===== src/rtl/mem_port_arbiter_if.sv =====
// mem_port_arbiter_if
// Bundles every non-clock, non-reset signal of the memory-port arbiter:
// the two requester request/response channels and the memory-side bus.
//   req0_* / req1_*   request handshake, direction and payload per port
//   rsp0_* / rsp1_*   one-cycle response pulse and error flag per port
//   rsp_rdata         load data shared by both ports
//   mem_*             single-ported data memory bus
// Modports:
//   slave  - the arbiter's view (receives requests, drives the memory)
//   master - the environment's view (requesters plus memory)
interface mem_port_arbiter_if #(
    parameter int ADDR_W = 32
);
    logic              req0_valid;
    logic              req0_ready;
    logic              req0_write;
    logic [ADDR_W-1:0] req0_addr;
    logic [31:0]       req0_wdata;
    logic              req1_valid;
    logic              req1_ready;
    logic              req1_write;
    logic [ADDR_W-1:0] req1_addr;
    logic [31:0]       req1_wdata;
    logic              rsp0_valid;
    logic              rsp0_err;
    logic              rsp1_valid;
    logic              rsp1_err;
    logic [31:0]       rsp_rdata;
    logic [ADDR_W-1:0] mem_address;
    logic [1:0]        mem_control;
    logic [31:0]       mem_write_data;
    logic [31:0]       mem_read_data;

    modport slave (
        input  req0_valid, req0_write, req0_addr, req0_wdata,
        input  req1_valid, req1_write, req1_addr, req1_wdata,
        input  mem_read_data,
        output req0_ready, req1_ready,
        output rsp0_valid, rsp0_err, rsp1_valid, rsp1_err, rsp_rdata,
        output mem_address, mem_control, mem_write_data
    );

    modport master (
        output req0_valid, req0_write, req0_addr, req0_wdata,
        output req1_valid, req1_write, req1_addr, req1_wdata,
        output mem_read_data,
        input  req0_ready, req1_ready,
        input  rsp0_valid, rsp0_err, rsp1_valid, rsp1_err, rsp_rdata,
        input  mem_address, mem_control, mem_write_data
    );
endinterface


===== src/rtl/mem_port_arbiter.sv =====
// mem_port_arbiter
// Two-requester arbiter/sequencer for a single-ported byte-addressed data
// memory with 32-bit word access. Each accepted request is checked for
// alignment and range, presented to the memory for exactly one cycle, and
// answered with a one-cycle response pulse. Throughput: one access per
// three cycles (IDLE -> ACCESS -> RESP).
// Ports:
//   clk      rising-edge clock
//   reset_n  asynchronous active-low reset
//   bus      mem_port_arbiter_if.slave (requests, responses, memory bus)
// Configuration macro:
//   ARB_ROUND_ROBIN_EN  defined   : round-robin between the two ports
//                       undefined : fixed priority, port 0 wins
module mem_port_arbiter #(
    parameter int MEM_BYTES = 1024,
    parameter int ADDR_W    = 32
) (
    input  logic                clk,
    input  logic                reset_n,
    mem_port_arbiter_if.slave   bus
);
    localparam logic [1:0] ST_IDLE   = 2'd0;
    localparam logic [1:0] ST_ACCESS = 2'd1;
    localparam logic [1:0] ST_RESP   = 2'd2;

    localparam logic [ADDR_W-1:0] LAST_WORD = ADDR_W'(MEM_BYTES - 4);

    logic [1:0]        state_q, state_d;
    logic              hold_port_q, hold_port_d;
    logic              hold_write_q, hold_write_d;
    logic              hold_err_q, hold_err_d;
    logic [ADDR_W-1:0] mem_address_q, mem_address_d;
    logic [31:0]       mem_write_data_q, mem_write_data_d;
    logic [1:0]        mem_control_q, mem_control_d;
    logic              rsp0_valid_q, rsp0_valid_d;
    logic              rsp0_err_q, rsp0_err_d;
    logic              rsp1_valid_q, rsp1_valid_d;
    logic              rsp1_err_q, rsp1_err_d;
    logic [31:0]       rsp_rdata_q, rsp_rdata_d;

    logic              idle_s;
    logic              gnt0_s;
    logic              gnt1_s;
    logic              sel_write_s;
    logic [ADDR_W-1:0] sel_addr_s;
    logic [31:0]       sel_wdata_s;
    logic              sel_err_s;

    // Ready is combinational on valid, so it is also gated by reset_n to
    // read 0 while reset is held even with a valid request pending.
    assign idle_s = (state_q == ST_IDLE) && reset_n;

`ifdef ARB_ROUND_ROBIN_EN
    // prio_q names the port that wins a simultaneous request.
    logic prio_q, prio_d;

    // Round-robin grant: the favoured port wins only on a collision.
    always_comb begin
        gnt0_s = idle_s && bus.req0_valid && (!bus.req1_valid || !prio_q);
        gnt1_s = idle_s && bus.req1_valid && (!bus.req0_valid ||  prio_q);
        if (gnt0_s || gnt1_s) begin
            prio_d = ~gnt1_s;
        end else begin
            prio_d = prio_q;
        end
    end

    // Priority pointer register; favours port 0 out of reset.
    always_ff @(posedge clk or negedge reset_n) begin
        if (!reset_n) begin
            prio_q <= 1'b0;
        end else begin
            prio_q <= prio_d;
        end
    end
`else
    // Fixed-priority grant: port 0 always wins a collision.
    always_comb begin
        gnt0_s = idle_s && bus.req0_valid;
        gnt1_s = idle_s && bus.req1_valid && !bus.req0_valid;
    end
`endif

    // Select the winning request and evaluate its legality at capture.
    always_comb begin
        if (gnt1_s) begin
            sel_write_s = bus.req1_write;
            sel_addr_s  = bus.req1_addr;
            sel_wdata_s = bus.req1_wdata;
        end else begin
            sel_write_s = bus.req0_write;
            sel_addr_s  = bus.req0_addr;
            sel_wdata_s = bus.req0_wdata;
        end
        sel_err_s = (sel_addr_s[1:0] != 2'b00) || (sel_addr_s > LAST_WORD);
    end

    // Sequencer next-state and registered-output logic.
    always_comb begin
        state_d          = state_q;
        hold_port_d      = hold_port_q;
        hold_write_d     = hold_write_q;
        hold_err_d       = hold_err_q;
        mem_address_d    = mem_address_q;
        mem_write_data_d = mem_write_data_q;
        mem_control_d    = 2'b00;
        rsp0_valid_d     = 1'b0;
        rsp0_err_d       = 1'b0;
        rsp1_valid_d     = 1'b0;
        rsp1_err_d       = 1'b0;
        rsp_rdata_d      = rsp_rdata_q;
        case (state_q)
            ST_IDLE: begin
                if (gnt0_s || gnt1_s) begin
                    state_d          = ST_ACCESS;
                    hold_port_d      = gnt1_s;
                    hold_write_d     = sel_write_s;
                    hold_err_d       = sel_err_s;
                    mem_address_d    = sel_addr_s;
                    mem_write_data_d = sel_wdata_s;
                    // Control is registered here so it is valid exactly
                    // for the ACCESS cycle; an illegal request never
                    // touches the memory.
                    if (sel_err_s) begin
                        mem_control_d = 2'b00;
                    end else begin
                        mem_control_d = {~sel_write_s, sel_write_s};
                    end
                end else begin
                    state_d = ST_IDLE;
                end
            end
            ST_ACCESS: begin
                state_d = ST_RESP;
                if (hold_err_q || hold_write_q) begin
                    rsp_rdata_d = 32'h0000_0000;
                end else begin
                    rsp_rdata_d = bus.mem_read_data;
                end
                rsp0_valid_d = ~hold_port_q;
                rsp0_err_d   = ~hold_port_q & hold_err_q;
                rsp1_valid_d =  hold_port_q;
                rsp1_err_d   =  hold_port_q & hold_err_q;
            end
            ST_RESP: begin
                state_d = ST_IDLE;
            end
            default: begin
                state_d = ST_IDLE;
            end
        endcase
    end

    // State, holding register and output registers.
    always_ff @(posedge clk or negedge reset_n) begin
        if (!reset_n) begin
            state_q          <= ST_IDLE;
            hold_port_q      <= 1'b0;
            hold_write_q     <= 1'b0;
            hold_err_q       <= 1'b0;
            mem_address_q    <= '0;
            mem_write_data_q <= 32'h0000_0000;
            mem_control_q    <= 2'b00;
            rsp0_valid_q     <= 1'b0;
            rsp0_err_q       <= 1'b0;
            rsp1_valid_q     <= 1'b0;
            rsp1_err_q       <= 1'b0;
            rsp_rdata_q      <= 32'h0000_0000;
        end else begin
            state_q          <= state_d;
            hold_port_q      <= hold_port_d;
            hold_write_q     <= hold_write_d;
            hold_err_q       <= hold_err_d;
            mem_address_q    <= mem_address_d;
            mem_write_data_q <= mem_write_data_d;
            mem_control_q    <= mem_control_d;
            rsp0_valid_q     <= rsp0_valid_d;
            rsp0_err_q       <= rsp0_err_d;
            rsp1_valid_q     <= rsp1_valid_d;
            rsp1_err_q       <= rsp1_err_d;
            rsp_rdata_q      <= rsp_rdata_d;
        end
    end

    assign bus.req0_ready     = gnt0_s;
    assign bus.req1_ready     = gnt1_s;
    assign bus.rsp0_valid     = rsp0_valid_q;
    assign bus.rsp0_err       = rsp0_err_q;
    assign bus.rsp1_valid     = rsp1_valid_q;
    assign bus.rsp1_err       = rsp1_err_q;
    assign bus.rsp_rdata      = rsp_rdata_q;
    assign bus.mem_address    = mem_address_q;
    assign bus.mem_control    = mem_control_q;
    assign bus.mem_write_data = mem_write_data_q;
endmodule


===== src/flat_wrapper.sv =====
// flat-port wrapper written by rule: the top's interface ports become plain ports
module mem_port_arbiter_flat 
#(
    parameter int MEM_BYTES = 1024,
    parameter int ADDR_W    = 32
)
  (clk, reset_n, bus_req0_valid, bus_req0_write, bus_req0_addr, bus_req0_wdata, bus_req1_valid, bus_req1_write, bus_req1_addr, bus_req1_wdata, bus_mem_read_data, bus_req0_ready, bus_req1_ready, bus_rsp0_valid, bus_rsp0_err, bus_rsp1_valid, bus_rsp1_err, bus_rsp_rdata, bus_mem_address, bus_mem_control, bus_mem_write_data);
  mem_port_arbiter_if #(.ADDR_W(ADDR_W)) bus_i ();
  input  logic clk;
  input  logic reset_n;
  input wire logic [$bits(bus_i.req0_valid)-1:0] bus_req0_valid;
  input wire logic [$bits(bus_i.req0_write)-1:0] bus_req0_write;
  input wire logic [$bits(bus_i.req0_addr)-1:0] bus_req0_addr;
  input wire logic [$bits(bus_i.req0_wdata)-1:0] bus_req0_wdata;
  input wire logic [$bits(bus_i.req1_valid)-1:0] bus_req1_valid;
  input wire logic [$bits(bus_i.req1_write)-1:0] bus_req1_write;
  input wire logic [$bits(bus_i.req1_addr)-1:0] bus_req1_addr;
  input wire logic [$bits(bus_i.req1_wdata)-1:0] bus_req1_wdata;
  input wire logic [$bits(bus_i.mem_read_data)-1:0] bus_mem_read_data;
  output wire logic [$bits(bus_i.req0_ready)-1:0] bus_req0_ready;
  output wire logic [$bits(bus_i.req1_ready)-1:0] bus_req1_ready;
  output wire logic [$bits(bus_i.rsp0_valid)-1:0] bus_rsp0_valid;
  output wire logic [$bits(bus_i.rsp0_err)-1:0] bus_rsp0_err;
  output wire logic [$bits(bus_i.rsp1_valid)-1:0] bus_rsp1_valid;
  output wire logic [$bits(bus_i.rsp1_err)-1:0] bus_rsp1_err;
  output wire logic [$bits(bus_i.rsp_rdata)-1:0] bus_rsp_rdata;
  output wire logic [$bits(bus_i.mem_address)-1:0] bus_mem_address;
  output wire logic [$bits(bus_i.mem_control)-1:0] bus_mem_control;
  output wire logic [$bits(bus_i.mem_write_data)-1:0] bus_mem_write_data;
  assign bus_i.req0_valid = bus_req0_valid;
  assign bus_i.req0_write = bus_req0_write;
  assign bus_i.req0_addr = bus_req0_addr;
  assign bus_i.req0_wdata = bus_req0_wdata;
  assign bus_i.req1_valid = bus_req1_valid;
  assign bus_i.req1_write = bus_req1_write;
  assign bus_i.req1_addr = bus_req1_addr;
  assign bus_i.req1_wdata = bus_req1_wdata;
  assign bus_i.mem_read_data = bus_mem_read_data;
  assign bus_req0_ready = bus_i.req0_ready;
  assign bus_req1_ready = bus_i.req1_ready;
  assign bus_rsp0_valid = bus_i.rsp0_valid;
  assign bus_rsp0_err = bus_i.rsp0_err;
  assign bus_rsp1_valid = bus_i.rsp1_valid;
  assign bus_rsp1_err = bus_i.rsp1_err;
  assign bus_rsp_rdata = bus_i.rsp_rdata;
  assign bus_mem_address = bus_i.mem_address;
  assign bus_mem_control = bus_i.mem_control;
  assign bus_mem_write_data = bus_i.mem_write_data;
  mem_port_arbiter #(.MEM_BYTES(MEM_BYTES), .ADDR_W(ADDR_W)) u_core (.clk(clk), .reset_n(reset_n), .bus(bus_i));
endmodule

===== config.mk =====
export PLATFORM = sky130hd
export DESIGN_NAME = mem_port_arbiter_flat
export DESIGN_NICKNAME = d
export VERILOG_FILES = /design/src/rtl/mem_port_arbiter_if.sv /design/src/rtl/mem_port_arbiter.sv /design/src/flat_wrapper.sv
export SDC_FILE = /design/constraint.sdc
export NUM_CORES = 1
export LEC_CHECK = 0
export CORE_MARGIN = 3
export CORE_UTILIZATION = 41
export CTS_CLUSTER_SIZE = 30
export DETAILED_ROUTE_END_ITERATION = 12
export GPL_ROUTABILITY_DRIVEN = 0
export PLACE_DENSITY = 0.86
export SYNTH_ARGS = -nofsm -noshare
export SYNTH_HDL_FRONTEND = slang
export SYNTH_SLANG_ARGS = --single-unit

===== constraint.sdc =====
create_clock -name clk -period 5.9 [get_ports clk]
set_input_delay 1.77 -clock clk [delete_from_list [all_inputs] [get_ports clk]]
set_output_delay 1.77 -clock clk [all_outputs]
set_load 0.005 [all_outputs]

# After elaboration in Yosys (flattened, before gate mapping)
# Index checks and enable logic that the tools add are counted.
classes:
  order_cmp: 1
  eq_ne: 1
  mux: 13
  bitwise: 4
  reduce_logical: 11
op_table:
  columns: ["cell", "count"]
  rows:
  - ["32-bit two-way mux", 3]
  - ["32-bit by 10-bit greater-than comparator with 1-bit output (second input constant)", 1]
  - ["1-bit two-way mux", 6]
  - ["2-bit two-way mux", 3]
  - ["1-bit logical AND", 4]
  - ["2-bit case mux with 2 select lines", 1]
  - ["1-bit logical OR", 3]
  - ["1-bit AND", 2]
  - ["2-bit by 1-bit == test with 1-bit output (second input constant)", 1]
  - ["2-bit zero test", 1]
  - ["1-bit inverter", 2]
  - ["2-bit AND reduction", 1]
  - ["2-bit nonzero test", 1]
  - ["1-bit zero test", 1]
word_totals:
  ff_bits: 107
  in_bits: 166
  output_inout_bits: 104
  elab_cells: 42

# Logic depth before layout (Yosys ltp)
logic_depth:
  ltp_word: 10
  ltp_mapped: 7
  depth_no_buf: 5

# Worst setup path after synthesis
# No wires, ideal clock.
synth_timing:
  kind: "input-to-output"
  startpoint: "input bus_req1_valid"
  endpoint: "output bus_req1_ready"
  t_arrival_ns: 2.517
  required_time_ns: 4.130
  path_slack_ns: 1.613
  path_stages: 5
  path_buffers: 3
  path_cell_list: "and4bb_1 buf_6 nor2b_4 buf_12 buf_8"
synth_via:
  elab_chain_cells: 2
synth_rtl:
  columns: ["element", "line_no", "source"]
  rows:
  - ["start, declared", "flat_wrapper.sv:15", "input wire logic [$bits(bus_i.req1_valid)-1:0] bus_req1_valid;"]
  - ["1-bit logical AND (2 in series)", "mem_port_arbiter.sv:80", "gnt1_s = idle_s && bus.req1_valid && !bus.req0_valid;"]
  - ["end, declared", "flat_wrapper.sv:21", "output wire logic [$bits(bus_i.req1_ready)-1:0] bus_req1_ready;"]
# No other way between the ends.

# Worst setup path in the final report
layout_timing:
  startpoint: "input reset_n"
  endpoint: "output bus_req0_ready"
layout_via:
  elab_chain_cells: 2
layout_rtl:
  columns: ["element", "line_no", "source"]
  rows:
  - ["start, declared", "flat_wrapper.sv:10", "input logic reset_n;"]
  - ["1-bit logical AND", "mem_port_arbiter.sv:51", "assign idle_s = (state_q == ST_IDLE) && reset_n;"]
  - ["1-bit logical AND", "mem_port_arbiter.sv:79", "gnt0_s = idle_s && bus.req0_valid;"]
  - ["end, declared", "flat_wrapper.sv:20", "output wire logic [$bits(bus_i.req0_ready)-1:0] bus_req0_ready;"]
# No other way between the ends.

==> metrics.txt <==
Pins Over Slew Limit 0; Worst-path clk slew 0.07 ns; Reg2Reg Setup Slack 3.87 ns; Syn Area/Cell 11.4 um2; CTS buffer count 9; Skew-Pair Late Insertion Delay 0.34 ns; initial antenna violation count 0; vias per cell 5.07; P_leak 3.10 nW; Worst path top cell family by delay buffers and inverters; Post-Synthesis Cells 407; final setup fails 0; final core utilization 70.4%; pwr/cell area 280 mW/mm2; via count of the first global-routing pass 4378; worst path cell trace buf_4 > nor3b_1 > and2_2 > clkdlybuf4s50_1; final WL 14400 um; peak supply drop 0.160 mV; Crit Path Class input port to output pin; first-pass GRT wire length 22500 um; outcome complete, no violations; max cap viols 0; fmax 200 MHz; number of synthesized register bits 107; Final Hold Viols 0; Iter 0 DRT Violations 197; DP HPWL 10800 um; Seq/Total Area, Yosys 57.5%; Slowest-stage cell, CP clkdlybuf4s50_1; port buffer count 269; post-DR wirelength/cell 17.8 um; share of cells above drive strength 1 5.53%; vias after detailed routing 4098; Pwr Total 2.16 mW; hold_buf cts 0; CP Launch Type input port; Tcrit/Tclk final 84.9%; # IOs 270; clock skew 0.00805 ns; CP max FO 35; Yosys top cell by area dfrtp_1; die height 113 um; asr flop ratio synth 100%; nets 830; post-CTS setup buffer count 0; area fraction of the dominant cell type after synthesis 57.5%; DIE AREA 0.0127 mm2; Post-Route Setup TNS 0 ns; CP endpoint kind output pin; Antenna Nets Post-Route 0; buffer and inverter count on the worst path 2; CTS tree done; largest cells by area after synthesis dfrtp_1 (57%), mux2i_1 (14%), a22o_1 (6.0%); Die W 113 um; post-synth net total 573; YS warnings 0; H-tree Lvls 3; fill cell count 785; relative max-transition margin 36.1%; # DRC 0; placed cell areas 0.00739 mm2; Syn-to-layout area delta 66.0%; row count 38; clk buf depth 2; Mapped Area 0.00466 mm2; overall routing resource usage 22.2%; largest net degree at the start of global routing 76; delay of the slowest cell on the worst path 0.52 ns; Initial DRT Pass Iterations 4; CTS resizes 0; worst min-delay path category register to register; Tightest Pin Transition 0.959 ns; GRT overflow 0; Synth Flop Type dfrtp_1; design area 0.00773 mm2; commonest cells in the netlist dfrtp_1 (107), mux2i_1 (65), nor2_1 (38), nand2_1 (33), o21ai_0 (33); Post-synth EDFFs 0; number of diodes 0; CP arrival 3.24 ns; count leader, synth dfrtp_1; Core ar. 0.0110 mm2; CTS Sinks 107; Initial Utilization 42.4%; Clock Root Buffer clkbuf_16; Yosys cell types 38; Worst EP required 4.13 ns; RSZ-0062 raised after global routing no; clock period minus worst slack 5.01 ns
worst register-to-register path, delay by kind of cell, from the launching register on:
| kind | cells | cell delay [ns] |
|---|---|---|
| buffers and inverters | 1 | 0.50 |
| and+or+nand+nor | 4 | 0.96 |
| AOI/OAI and AO/OA | 1 | 0.11 |
| DFF | 1 | 0.40 |
kinds of logic (layout without fill, tap and decap cells):
group / count (synthesis) / after routing / synth area share (%)
muxes: 66 / 66 / 14.3
DFF: 107 / 107 / 57.5
buffers and inverters: 33 / 295 / 4.43
AOI/OAI and AO/OA: 102 / 102 / 13.9
and+or+nand+nor: 99 / 99 / 9.94
layer usage:
layer  track usage [%]  vias to the layer above  part of all wire (%)
met3              5.28                       20                   6.5
li1                  -                     1964                     -
met5                 0                        -                     0
met2              38.0                      160                    52
met4              8.33                        0                   2.1
met1              27.4                     1954                    39
sequential cells by signal, summed over array words and instances (netlist names):
register                   cells
u_core.bus.rsp0_valid          1
u_core.hold_err_q              1
u_core.state_q                 2
u_core.bus.mem_address        32
u_core.bus.rsp1_valid          1
u_core.hold_write_q            1
u_core.bus.rsp0_err            1
u_core.hold_port_q             1
u_core.bus.mem_control         2
u_core.bus.mem_write_data     32
u_core.bus.rsp1_err            1
u_core.bus.rsp_rdata          32
worst paths after layout:
check | start | to | depth (start not counted)
max in group asynchronous | reset_n | u_core.bus.mem_control[0]$_DFF_PN0_ | 2
min in group asynchronous | reset_n | u_core.bus.rsp_rdata[7]$_DFFE_PN0P_ | 1
max | reset_n | bus_req0_ready | 4
min reg2reg | u_core.hold_port_q$_DFFE_PN0P_ | u_core.bus.rsp0_valid$_DFF_PN0_ | 1
min | u_core.hold_port_q$_DFFE_PN0P_ | u_core.bus.rsp0_valid$_DFF_PN0_ | 1
max reg2reg | u_core.state_q[1]$_DFF_PN0_ | u_core.bus.mem_control[0]$_DFF_PN0_ | 6
metrics by stage:
stage          instances  worst slack, ns  hold WS (ns)
2_1_floorplan        407             1.61         0.441
5_1_grt              809            0.720         0.519
3_3_place_gp         793            0.870         0.464
6_report             809            0.893         0.489
3_5_place_dp         793            0.855         0.483
4_1_cts              809            0.849         0.497
cells in the final DEF (no fill, tap or decap), types with 3 or more instances in the layout:
| cell type | instances |
|---|---|
| clkdlybuf4s50_1 | 268 |
| dfrtp_1 | 107 |
| mux2i_1 | 65 |
| nor2_1 | 38 |
| nand2_1 | 33 |
| o21ai_0 | 33 |
| a21oi_1 | 32 |
| a22o_1 | 32 |
| clkbuf_16 | 9 |
| nor4_1 | 8 |
| buf_4 | 8 |
| bufinv_16 | 3 |
layout make-up:
class                           count  area (um2)  area share [%]
Clock buffer                       11         243            3.14
Clock inverter                      5         100            1.29
Inverter                            3        11.3           0.146
Multi-Input combinational cell    267        1780            23.0
Sequential cell                   107        2680            34.6
Tap cell                          140         175            2.27
Timing Repair Buffer              276        2740            35.5
report_power, final:
group	total [mW]	internal [mW]	switching (mW)
Sequential	0.913	0.848	0.0656
Combinational	0.566	0.357	0.209
Clock	0.686	0.426	0.261
No activity file was read; power rests on OpenSTA's default activity.
